<file path="config.mk">
export PLATFORM = sky130hd
export DESIGN_NAME = control_unit
export DESIGN_NICKNAME = d
export VERILOG_FILES = /design/src/rtl/cpu_pkg.sv /design/src/rtl/program_counter.sv /design/src/rtl/control_unit.sv
export SDC_FILE = /design/constraint.sdc
export NUM_CORES = 1
export LEC_CHECK = 0
export ABC_AREA = 1
export CAP_MARGIN = 20
export CORE_MARGIN = 3
export CORE_UTILIZATION = 42
export DETAILED_ROUTE_END_ITERATION = 6
export HOLD_SLACK_MARGIN = 0.08
export PLACE_DENSITY_LB_ADDON = 0.15
export SLEW_MARGIN = 20
export SYNTH_ARGS = -nofsm -noshare
export SYNTH_HDL_FRONTEND = slang
export SYNTH_SLANG_ARGS = --single-unit
</file>
<file path="constraint.sdc">
create_clock -name clk -period 4.3 [get_ports clk]
set_input_delay 1.29 -clock clk [delete_from_list [all_inputs] [get_ports clk]]
set_output_delay 1.29 -clock clk [all_outputs]
set_load 0.02 [all_outputs]
</file>
<file path="src/rtl/cpu_pkg.sv">
// Shared CPU definitions: opcodes, controller states, ALU selects, IR field slices.
package cpu_pkg;

  localparam int PC_W    = 7;
  localparam int INSTR_W = 16;

  typedef enum logic [3:0] {
    OP_NOOP  = 4'h0,
    OP_STORE = 4'h1,
    OP_LOAD  = 4'h2,
    OP_ADD   = 4'h3,
    OP_SUB   = 4'h4,
    OP_HALT  = 4'h5
  } opcode_t;

  typedef enum logic [3:0] {
    S_INIT   = 4'd0,
    S_FETCH  = 4'd1,
    S_DECODE = 4'd2,
    S_NOOP   = 4'd3,
    S_LOAD_A = 4'd4,
    S_LOAD_B = 4'd5,
    S_STORE  = 4'd6,
    S_ADD    = 4'd7,
    S_SUB    = 4'd8,
    S_HALT   = 4'd9
  } state_t;

  localparam logic [2:0] ALU_PASS = 3'b000;
  localparam logic [2:0] ALU_ADD  = 3'b001;
  localparam logic [2:0] ALU_SUB  = 3'b010;

  // IR field positions
  localparam int OPC_MSB  = 15;
  localparam int OPC_LSB  = 12;
  localparam int ADDR_MSB = 11;
  localparam int ADDR_LSB = 4;
  localparam int RA_MSB   = 11;
  localparam int RA_LSB   = 8;
  localparam int RB_MSB   = 7;
  localparam int RB_LSB   = 4;
  localparam int RD_MSB   = 3;
  localparam int RD_LSB   = 0;

  function automatic logic [3:0] ir_opcode(input logic [INSTR_W-1:0] ir);
    return ir[OPC_MSB:OPC_LSB];
  endfunction

  function automatic logic [7:0] ir_addr(input logic [INSTR_W-1:0] ir);
    return ir[ADDR_MSB:ADDR_LSB];
  endfunction

  function automatic logic [3:0] ir_ra(input logic [INSTR_W-1:0] ir);
    return ir[RA_MSB:RA_LSB];
  endfunction

  function automatic logic [3:0] ir_rb(input logic [INSTR_W-1:0] ir);
    return ir[RB_MSB:RB_LSB];
  endfunction

  function automatic logic [3:0] ir_rd(input logic [INSTR_W-1:0] ir);
    return ir[RD_MSB:RD_LSB];
  endfunction

endpackage

</file>
<file path="src/rtl/program_counter.sv">
// Program counter: synchronous clear, increment enable, wraps at 2^PC_W.
module program_counter #(
  parameter int PC_W = 7
) (
  input  logic            clk,
  input  logic            clr_i,
  input  logic            up_i,
  output logic [PC_W-1:0] count_o
);

  logic [PC_W-1:0] count_q;
  logic [PC_W-1:0] count_d;

  // Next count: clear wins over increment; natural overflow gives the wrap.
  always_comb begin
    count_d = count_q;
    if (clr_i)     count_d = '0;
    else if (up_i) count_d = count_q + PC_W'(1);
  end

  // Count register.
  always_ff @(posedge clk) begin
    count_q <= count_d;
  end

  assign count_o = count_q;

endmodule

</file>
<file path="src/rtl/control_unit.sv">
// Multi-cycle controller: owns PC and IR, sequences fetch/decode/execute and
// drives the Datapath control inputs as Moore outputs of state and IR.
module control_unit
  import cpu_pkg::*;
#(
  parameter int PC_W    = 7,
  parameter int INSTR_W = 16
) (
  input  logic               clk,
  input  logic               reset,
  input  logic [INSTR_W-1:0] IR_in,
  output logic [PC_W-1:0]    PC_out,
  output logic [INSTR_W-1:0] IR_out,
  output logic [3:0]         state_out,
  output logic [7:0]         D_Addr,
  output logic               D_wr,
  output logic               RF_s,
  output logic [3:0]         RF_W_addr,
  output logic               RF_W_en,
  output logic [3:0]         RF_Ra_addr,
  output logic [3:0]         RF_Rb_addr,
  output logic [2:0]         Alu_s0
);

  state_t             state_q, state_d;
  logic [INSTR_W-1:0] ir_q, ir_d;
  logic               pc_up;

  program_counter #(.PC_W(PC_W)) u_pc (
    .clk     (clk),
    .clr_i   (reset),
    .up_i    (pc_up),
    .count_o (PC_out)
  );

  // State and IR registers with synchronous reset.
  always_ff @(posedge clk) begin
    if (reset) begin
      state_q <= S_INIT;
      ir_q    <= '0;
    end else begin
      state_q <= state_d;
      ir_q    <= ir_d;
    end
  end

  // Next-state logic; IR loads and PC advances only in FETCH.
  always_comb begin
    state_d = state_q;
    ir_d    = ir_q;
    pc_up   = 1'b0;
    case (state_q)
      S_INIT:   state_d = S_FETCH;
      S_FETCH: begin
        ir_d    = IR_in;
        pc_up   = 1'b1;
        state_d = S_DECODE;
      end
      S_DECODE: begin
        case (ir_opcode(ir_q))
          OP_STORE: state_d = S_STORE;
          OP_LOAD:  state_d = S_LOAD_A;
          OP_ADD:   state_d = S_ADD;
          OP_SUB:   state_d = S_SUB;
          OP_HALT:  state_d = S_HALT;
          default:  state_d = S_NOOP;
        endcase
      end
      S_NOOP:   state_d = S_FETCH;
      S_LOAD_A: state_d = S_LOAD_B;
      S_LOAD_B: state_d = S_FETCH;
      S_STORE:  state_d = S_FETCH;
      S_ADD:    state_d = S_FETCH;
      S_SUB:    state_d = S_FETCH;
      S_HALT:   state_d = S_HALT;
      default:  state_d = S_INIT;
    endcase
  end

  // Moore datapath controls decoded from state and IR fields.
  always_comb begin
    D_Addr     = '0;
    D_wr       = 1'b0;
    RF_s       = 1'b0;
    RF_W_addr  = '0;
    RF_W_en    = 1'b0;
    RF_Ra_addr = '0;
    RF_Rb_addr = '0;
    Alu_s0     = ALU_PASS;
    case (state_q)
      S_LOAD_A, S_LOAD_B: begin
        D_Addr    = ir_addr(ir_q);
        RF_s      = 1'b1;
        RF_W_addr = ir_rd(ir_q);
        RF_W_en   = (state_q == S_LOAD_B);
      end
      S_STORE: begin
        D_Addr     = ir_addr(ir_q);
        RF_Ra_addr = ir_rd(ir_q);
        D_wr       = 1'b1;
      end
      S_ADD, S_SUB: begin
        RF_Ra_addr = ir_ra(ir_q);
        RF_Rb_addr = ir_rb(ir_q);
        RF_W_addr  = ir_rd(ir_q);
        RF_W_en    = 1'b1;
        Alu_s0     = (state_q == S_ADD) ? ALU_ADD : ALU_SUB;
      end
      default: ;
    endcase
  end

  assign IR_out    = ir_q;
  assign state_out = state_q;

endmodule

</file>
==> impl_metrics.toml <==
[power]
pwr-share-seq_pct = 41.5
max-vdd-ir-drop_uv = 252
clkPwrFrac_pct = 13.4
power_density_mw_per_mm2 = 414
switchingPower_w = 0.000351
total_power_w = 0.000853
p_sw_share_pct = 41.2
combPwrFrac_pct = 45.1
cellLeakagePower_nw = 0.848
p_int_w = 0.000502

[clock_network]
cts_hold_buf = 0
ctsResizeCount = 0
clk_latency_ps = 330
cts_htree_levels = 1
clk_path_buf_depth = 2
cts_buffers = 3
cts_setup_buffers = 0
root_buffer = "clkbuf_4"
clk_pin_slew_ps = 160
cts.sinks = 27
cts_tree = "done"

[floorplan]
core_area_mm2 = 0.00288
initial_core_util_pct = 46.2
die_w_um = 62.3
fp.dieH_um = 62.3
pin_count = 71
die-area_mm2 = 0.00388
row_count = 19

[global_route]
antenna_found_initial = 0
grt_usage_pct = 18.3
grt_max_degree = 33
overflow = 0
grt_first_pass_wirelength_um = 5980
grt_pass1_vias = 1365

[routing]
wire_per_inst_um = 11.2
vias_per_cell = 4.59
highest_layer = "met4"
post-route-drc-count = 0
vias = 1429
first_pass_iters = 4
dr_wl_met2_um = 1660
routed_wl_um = 3480
ant_nets = 0
drtIter0Drc = 96
wl_met3_um = 212
wl_met1_um = 1590

[sta]
fin_skew_ps = 12.6
slew_headroom_pct = 61.8
fin_crit_ps = 3440
rsz0062_at_grt = "false"
finalSetupViolCount = 0
fmax_mhz = 291
finalSetupTns_ps = 0
tightest_slew_ps = 573
min_period_over_period_pct = 79.9
final_max_slew_viol_count = 0
hold_violations = 0

[worst_setup_path]
critPathMaxFanout = 8
cp-end-kind = "output pin"
critPathRequiredTime_ps = 3010
worst-setup-path-type = "register to output pin"
critPathLaunchType = "register"
worst_ep_arrival_time_ps = 2150

[min_path]
hp-class = "register to register"

[synth]
netlist_instances = 202
synth_seq_area_share_pct = 40.6
synth_cell_types = 22
syn-num-nets = 221
postSynthAreaPerCell_um2 = 6.58
synth_ff_type = "dfxtp_1"
ys_ff_latch = 27
async_reset_ff_share_pct = 0
synth_area_mm2 = 0.00133
synth-edff-count = 0
ys_warn_count = 0

[job]
maxCapViolations = 0

[finish]
design_area_mm2 = 0.00206
fillCellCount = 251
drive_gt1_share_pct = 4.83
seqCellArea_um2 = 541
area_growth_pct = 54.9
nets = 289
multi_input_area_um2 = 627
n_antenna_cell = 0

[placed_design]
gp_congestion = 0.883
io_buffers = 69
post-dp-hpwl_um = 2670
dpl_cell_area_mm2 = 0.00203

[status]
outcome = "finished clean"
## area by class of cell
cell class / count / area share [%]
Clock buffer: 3 / 1.09
Clock inverter: 1 / 0.364
Inverter: 32 / 5.83
Multi-Input combinational cell: 137 / 30.4
Sequential cell: 27 / 26.2
Tap cell: 42 / 2.55
Timing Repair Buffer: 69 / 33.5
## logic make-up (layout without fill, tap and decap cells)
group,after synthesis,after routing,share of synthesized area (%)
compound gates,47,47,19.0
fa+ha+maj,1,1,0.941
buf+inv,38,105,12.2
flops,27,27,40.6
other cells,1,1,0.282
simple gates,88,88,26.9
## power groups by stage
stage | clock [W] | combinational, W | sequential, W
finish | 0.000114 | 0.000384 | 0.000354
CTS | 0.000120 | 0.000388 | 0.000354
detailed placement | 0 | 0.000387 | 0.000360
global placement | 0 | 0.000384 | 0.000359
global route | 0.000128 | 0.000424 | 0.000364
floorplan | 0 | 0.000177 | 0.000418
## cells in the final DEF (no fill, tap or decap), drive strengths merged
cell           instances
nand4                  1
inv                   32
o21ai                 27
dfxtp                 27
nand2                 39
clkdlybuf4s50         69
a21oi                 18
nand3                  6
o21bai                 1
ha                     1
o211ai                 1
clkinvlp               1
nor2                  42
clkbuf                 3
conb                   1
## Yosys cell counts, types with 2 or more instances
cell type  instances  area, um^2
dfxtp_1           27         541
nand2_1           37         139
nand3_1            6        30.0
nor2_1            41         154
inv_2              3        11.3
buf_6              2        22.5
o21ai_0           26         130
inv_1             29         109
a21oi_1           17        85.1
clkbuf_1           2        7.51
## routing by layer
metal,global-route usage [%],up-vias
met2,34.3,46
met4,4.13,0
li1,-,763
met1,21.6,618
met3,3.06,2
met5,0,-
## state kept, by name, summed over array words and instances (netlist names)
name          flops
IR_out           16
state_out         4
u_pc.count_o      7
## stage by stage
step | hold slack (ps) | setup slack (ps) | util, % | instances
after detailed placement | 489 | 1260 | 70.6 | 307
after global placement | 486 | 1260 | 70.6 | 307
after floorplan | 556 | 1560 | - | 202
after CTS | 511 | 860 | 71.6 | 311
after global routing | 534 | 650 | 71.6 | 311
final | 508 | 864 | 71.6 | 311
## critical path: stages (launching register included)
cell             delay (ps)
dfxtp_1                 520
nand2_1                 160
nor2_1                  320
nand2_1                 100
o21ai_0                  90
clkdlybuf4s50_1         620
## final timing paths
path	from	to	slack, ps	cells after the start
setup / recovery	state_out[1]	RF_Ra_addr[1]	860	5
hold / removal	IR_out[7]	IR_out[7]	510	2
setup reg to reg	state_out[1]	IR_out[13]	2990	6
hold reg to reg	IR_out[7]	IR_out[7]	510	2
(Power assumes the default switching activity.)
